--- config.mk ---
export PLATFORM = sky130hd
export DESIGN_NAME = alu_md_sequencer
export DESIGN_NICKNAME = d
export VERILOG_FILES = /design/src/rtl/alu_md_sequencer.sv
export SDC_FILE = /design/constraint.sdc
export NUM_CORES = 1
export LEC_CHECK = 0
export CAP_MARGIN = 20
export CORE_UTILIZATION = 35
export DETAILED_ROUTE_END_ITERATION = 12
export GPL_TIMING_DRIVEN = 0
export HOLD_SLACK_MARGIN = 0.03
export PLACE_DENSITY = 0.64
export SYNTH_ARGS = -nofsm -noshare
export SYNTH_HDL_FRONTEND = slang
export SYNTH_SLANG_ARGS = --single-unit
--- constraint.sdc ---
create_clock -name clk -period 2 [get_ports clk]
set_input_delay 0.4 -clock clk [delete_from_list [all_inputs] [get_ports clk]]
set_output_delay 0.4 -clock clk [all_outputs]
set_load 0.02 [all_outputs]
--- src/rtl/alu_md_sequencer.sv ---
//==============================================================================
// Module   : alu_md_sequencer
// Purpose  : Multi-cycle unsigned shift-add multiply / restoring divide
//            sequencer driving an external 74S181 ALU slice chain.
// Options  : define ALU_MD_ABORT_EN to add the abort input port.
// Revision : 1.0 - initial release
//==============================================================================
`default_nettype none

module alu_md_sequencer #(
    parameter int WIDTH = 32,
    parameter int CW    = 6
) (
    input  logic             clk,
    input  logic             reset_n,
    input  logic             start,
    input  logic             op_div,
    input  logic [WIDTH-1:0] a_in,
    input  logic [WIDTH-1:0] b_in,
`ifdef ALU_MD_ABORT_EN
    input  logic             abort,
`endif
    output logic             busy,
    output logic             done,
    output logic             div_zero,
    output logic [WIDTH-1:0] result_hi,
    output logic [WIDTH-1:0] result_lo,
    output logic [3:0]       alu_s,
    output logic             alu_m,
    output logic             alu_cin_n,
    output logic [WIDTH-1:0] alu_a,
    output logic [WIDTH-1:0] alu_b,
    input  logic [WIDTH-1:0] alu_f,
    input  logic             alu_cout_n
);

    // ALU control words packed as {S[3:0], M, CIN_N}
    localparam logic [5:0] C_ALU_PASS = {4'b0000, 1'b0, 1'b1};
    localparam logic [5:0] C_ALU_ADD  = {4'b1001, 1'b0, 1'b1};
    localparam logic [5:0] C_ALU_SUB  = {4'b0110, 1'b0, 1'b0};

    typedef enum logic [2:0] {
        ST_IDLE   = 3'd0,
        ST_MUL    = 3'd1,
        ST_DSHIFT = 3'd2,
        ST_DSUB   = 3'd3,
        ST_DONE   = 3'd4
    } state_t;

    state_t           r_state;
    logic [WIDTH-1:0] r_r;
    logic [WIDTH-1:0] r_q;
    logic [WIDTH-1:0] r_b;
    logic [CW-1:0]    r_cnt;
    logic             r_ovf;
    logic [5:0]       r_ctrl;
    logic             w_last;

    assign w_last    = (r_cnt == CW'(WIDTH - 1));
    assign alu_a     = r_r;
    assign alu_b     = r_b;
    assign {alu_s, alu_m, alu_cin_n} = r_ctrl;
    assign result_hi = r_r;
    assign result_lo = r_q;

    always_ff @(posedge clk or negedge reset_n) begin
        if (!reset_n) begin
            r_state  <= ST_IDLE;
            r_r      <= '0;
            r_q      <= '0;
            r_b      <= '0;
            r_cnt    <= '0;
            r_ovf    <= 1'b0;
            r_ctrl   <= C_ALU_PASS;
            busy     <= 1'b0;
            done     <= 1'b0;
            div_zero <= 1'b0;
        end else begin
            done <= 1'b0;
            case (r_state)
                ST_IDLE: begin
                    r_ctrl <= C_ALU_PASS;
                    if (start) begin
                        r_b      <= b_in;
                        r_cnt    <= '0;
                        busy     <= 1'b1;
                        div_zero <= 1'b0;
                        if (!op_div) begin
                            r_r     <= '0;
                            r_q     <= a_in;
                            // Controls are registered, so pre-select for the first step
                            r_ctrl  <= a_in[0] ? C_ALU_ADD : C_ALU_PASS;
                            r_state <= ST_MUL;
                        end else if (b_in != '0) begin
                            r_r     <= '0;
                            r_q     <= a_in;
                            r_state <= ST_DSHIFT;
                        end else begin
                            r_r      <= a_in;
                            r_q      <= '1;
                            div_zero <= 1'b1;
                            r_state  <= ST_DONE;
                        end
                    end
                end
                ST_MUL: begin
                    r_r   <= {~alu_cout_n & r_q[0], alu_f[WIDTH-1:1]};
                    r_q   <= {alu_f[0], r_q[WIDTH-1:1]};
                    r_cnt <= r_cnt + CW'(1);
                    if (w_last) begin
                        r_ctrl  <= C_ALU_PASS;
                        r_state <= ST_DONE;
                    end else begin
                        // r_q[1] becomes the next step's multiplier bit
                        r_ctrl  <= r_q[1] ? C_ALU_ADD : C_ALU_PASS;
                    end
                end
                ST_DSHIFT: begin
                    {r_ovf, r_r, r_q} <= {r_r, r_q, 1'b0};
                    r_ctrl  <= C_ALU_SUB;
                    r_state <= ST_DSUB;
                end
                ST_DSUB: begin
                    if (r_ovf || !alu_cout_n) begin
                        r_r    <= alu_f;
                        r_q[0] <= 1'b1;
                    end
                    r_cnt   <= r_cnt + CW'(1);
                    r_ctrl  <= C_ALU_PASS;
                    r_state <= w_last ? ST_DONE : ST_DSHIFT;
                end
                ST_DONE: begin
                    done    <= 1'b1;
                    busy    <= 1'b0;
                    r_state <= ST_IDLE;
                end
                default: begin
                    r_ctrl  <= C_ALU_PASS;
                    busy    <= 1'b0;
                    r_state <= ST_IDLE;
                end
            endcase
`ifdef ALU_MD_ABORT_EN
            if (abort && (r_state == ST_MUL || r_state == ST_DSHIFT || r_state == ST_DSUB)) begin
                r_state  <= ST_IDLE;
                r_r      <= '0;
                r_q      <= '0;
                r_cnt    <= '0;
                r_ovf    <= 1'b0;
                r_ctrl   <= C_ALU_PASS;
                busy     <= 1'b0;
                div_zero <= 1'b0;
            end
`endif
        end
    end

endmodule

`default_nettype wire

==> metrics.txt <==
launching element type of the critical path flip-flop; Clock power frac 12.0%; result of the run complete, no violations; clock period minus worst slack 1.96 ns; hold violation total from the final report 0; clock latency reported for the late side of the worst-skew pair 0.36 ns; placer congestion estimate 0.842; Req. time, crit path about 1.6 ns; RSZ-0062 raised after global routing false; CP max FO 6; critical path arrival 1.56 ns; net switching power ~7.5 mW; Post-Syn Nets 912; initial core utilization a little over a third; clock root buffer clkbuf_16; post-synthesis cell area 7200 um2; slew margin rel. 59.1%; global-route wire length before repair 40,500 um; GR Util All Layers about a quarter; top flip-flop cell by instance count after synthesis dfrtp_1; relative contribution of combinational cells to total power roughly 60%; Die Width 145 um; vias in the first global route 7,179; number of I/O port buffers between 200 and 250; delay of the slowest cell on the worst path around 0.7 ns; final period utilization a little over nine tenths; CTS Buf Count 9; post-synthesis async set-or-reset flop share 100%; transition time at the pin with the least slew margin between 0.6 and 0.7 ns; share of layout cells above drive strength 1 11.4%; cell family with the largest share of critical-path delay buffers and inverters; # rows 52; Detailed Routing Iterations Pass 1 7; final number of setup-violating endpoints 0; post-route setup TNS 0 ns; class of the tightest hold or removal check input port to flip-flop; sum of net half-perimeters after detailed placement between 15,000 and 20,000 um; final clock skew between 0.009 and 0.01 ns; vertical die dimension 145 um; buffers plus inverters on the worst setup path 1; clk buf depth 2; number of maximum-capacitance violations 0; total detailed-routing wirelength 25,400 um; Max H-tree Level 3; TritonCTS sink count 112; number of top-level pins 238; Reg clk slew, reported paths 0.08 ns; cell-by-cell listing of the critical path clkdlybuf4s50_1; top achievable clock speed 511 MHz; highest ir drop seen on vdd around 0.74 mV; Via Count 7,419; Overflow after GRT 0; crit path kind flip-flop to primary output; Seq pwr share 26.7%; Post-layout nets 1,161; growth of design area from synthesis to finish 43.5%; Synth Area per Inst just under 9 um2; post-synthesis cell count 810; Sw Ratio about 44%; count of flip-flops with a built-in enable after synthesis 0; Final Slew Violations 0; post-synthesis cell type count 49; Detail Route Antenna Nets 0; pwr/cell area 1660 nW/um2; worst-path cell with the longest stage delay clkdlybuf4s50_1; sequential element share of the synthesized area roughly two fifths; clock tree from TritonCTS built; kind of end point of the critical path primary output; total of flip-flops plus latches after synthesis ~110; vias per inst 5.56; initial antenna violation count 1; Warnings, synthesis 0; leakage dissipation 4.37 nW; maximum number of pins on one net before global-route repair 61; tightest hold margin 0.458 ns; total DRC errors in the routed layout 0; Std-Cell Core Area 20,200 um2; Int Power roughly 9.6 mW; detailed router's first-iteration violation count 515; WL per Instance ~19 um; area of the die roughly 21,000 um2
worst register-to-register path, delay by kind of cell, from the launching register on:
kind                   cells  cell delay [ns]
buffers and inverters      2             0.58
DFF                        1             0.43
and+or+nand+nor            1             0.38
AOI/OAI and AO/OA          3             0.45
cell families after synthesis:
kind of cell    Yosys count  synth area share (%)
other cells               1                0.0521
buf+inv                 118                  9.20
fa+ha+maj                 1                 0.174
mux                      95                  13.3
xor+xnor                  1                 0.122
compound gates          244                  22.4
flops                   112                  38.9
simple gates            238                  15.9
power groups by stage:
stage	clock, mW	sequential, mW	combinational [mW]
floorplan	0	5.43	5.17
global placement	0	4.55	10.3
detailed placement	0	4.57	10.4
CTS	2.08	4.56	10.4
global route	2.18	4.73	11.2
finish	2.05	4.58	10.5
layer usage:
metal  up-vias  track usage, %  routed length, um
li1       3458               -                  -
met1      3573            33.5              11400
met2       354            36.6              11400
met3        34            5.64               2190
met4         0            7.47                484
met5         -               0                  0
cell type report:
| cell class | instances | area, um2 |
|---|---|---|
| Multi-Input combinational cell | 580 | 3770 |
| Sequential cell | 112 | 2810 |
| Tap cell | 270 | 338 |
| Inverter | 3 | 11.3 |
| Clock buffer | 11 | 253 |
| Antenna cell | 1 | 2.50 |
| Buffer | 115 | 682 |
| Clock inverter | 4 | 77.6 |
| Fill cell | 1910 | 9900 |
| Timing Repair Buffer | 238 | 2400 |
cells in the final DEF, fill, tap and decap left out, drive strengths merged, types with 3 or more instances in the layout:
cell type,instances
buf,77
nor2b,4
nor4,8
a211oi,31
nor2,6
clkbuf,53
nand3,34
a21oi,35
nand3b,30
dfrtp,111
mux2,3
inv,3
mux2i,92
nand2,140
a32oi,30
o21ai,102
nand4,3
a221o,31
clkdlybuf4s50,233
final timing paths:
| check | startpoint | to | slack, ns | depth (start not counted) |
|---|---|---|---|---|
| max | result_lo[7] | result_lo[7] | 0.04 | 1 |
| min | op_div | result_lo[8] | 0.46 | 3 |
| max reg2reg | r_state[0] | result_lo[25] | 0.08 | 6 |
| min reg2reg | r_ctrl[0] | r_ctrl[0] | 0.46 | 2 |
| max in group asynchronous | reset_n | r_ctrl[0] | 0.72 | 3 |
| min in group asynchronous | reset_n | alu_a[21] | 0.57 | 2 |
state kept, by name, indices dropped and copies added, names as in the netlist:
signal,cells
busy,1
r_cnt,6
alu_a,32
div_zero,1
r_ctrl,3
done,1
r_state,3
alu_b,32
r_ovf,1
result_lo,32
cell usage after synthesis (all sizes together), types with 2 or more instances:
| library cell | n | area share [%] |
|---|---|---|
| o22ai | 2 | 0.17 |
| a221o | 31 | 4.3 |
| a21o | 2 | 0.21 |
| a32o | 2 | 0.28 |
| dfrtp | 111 | 39 |
| nand2b | 2 | 0.17 |
| nand3 | 34 | 2.4 |
| a211oi | 31 | 3.2 |
| nor2b | 4 | 0.35 |
| buf | 76 | 7.0 |
| o21ai | 102 | 7.1 |
| nor2 | 6 | 0.31 |
| or3 | 2 | 0.17 |
| clkbuf | 39 | 2.1 |
| nor3 | 2 | 0.14 |
| nand4 | 3 | 0.26 |
| mux2 | 3 | 0.47 |
| inv | 3 | 0.16 |
| a21oi | 35 | 2.4 |
| nor4 | 8 | 0.69 |
| mux2i | 92 | 13 |
| a32oi | 30 | 3.6 |
| nor3b | 2 | 0.28 |
| nand2 | 140 | 7.3 |
| nand3b | 30 | 3.1 |
metrics by stage:
step	power (mW)	setup slack, ns	cell area [um2]	cells	utilization (%)
CTS	17.1	0.00152	10300	1333	50.9
floorplan	10.6	0.347	7200	810	-
global route	18.1	0.00173	10300	1334	51.1
detailed placement	15.0	-0.527	9910	1315	49.0
global placement	14.9	-4.19	9880	1314	48.8
finish	17.1	0.0433	10300	1334	51.1
what timing repair did:
action                                 CTS  global route
hold buffers                             1             0
pin swaps                                1             0
setup endpoints to repair               39            96
resized for setup                        9            35
endpoints found under the hold margin   20             0
setup buffers                            2             0
No activity file was read; power rests on OpenSTA's default activity.
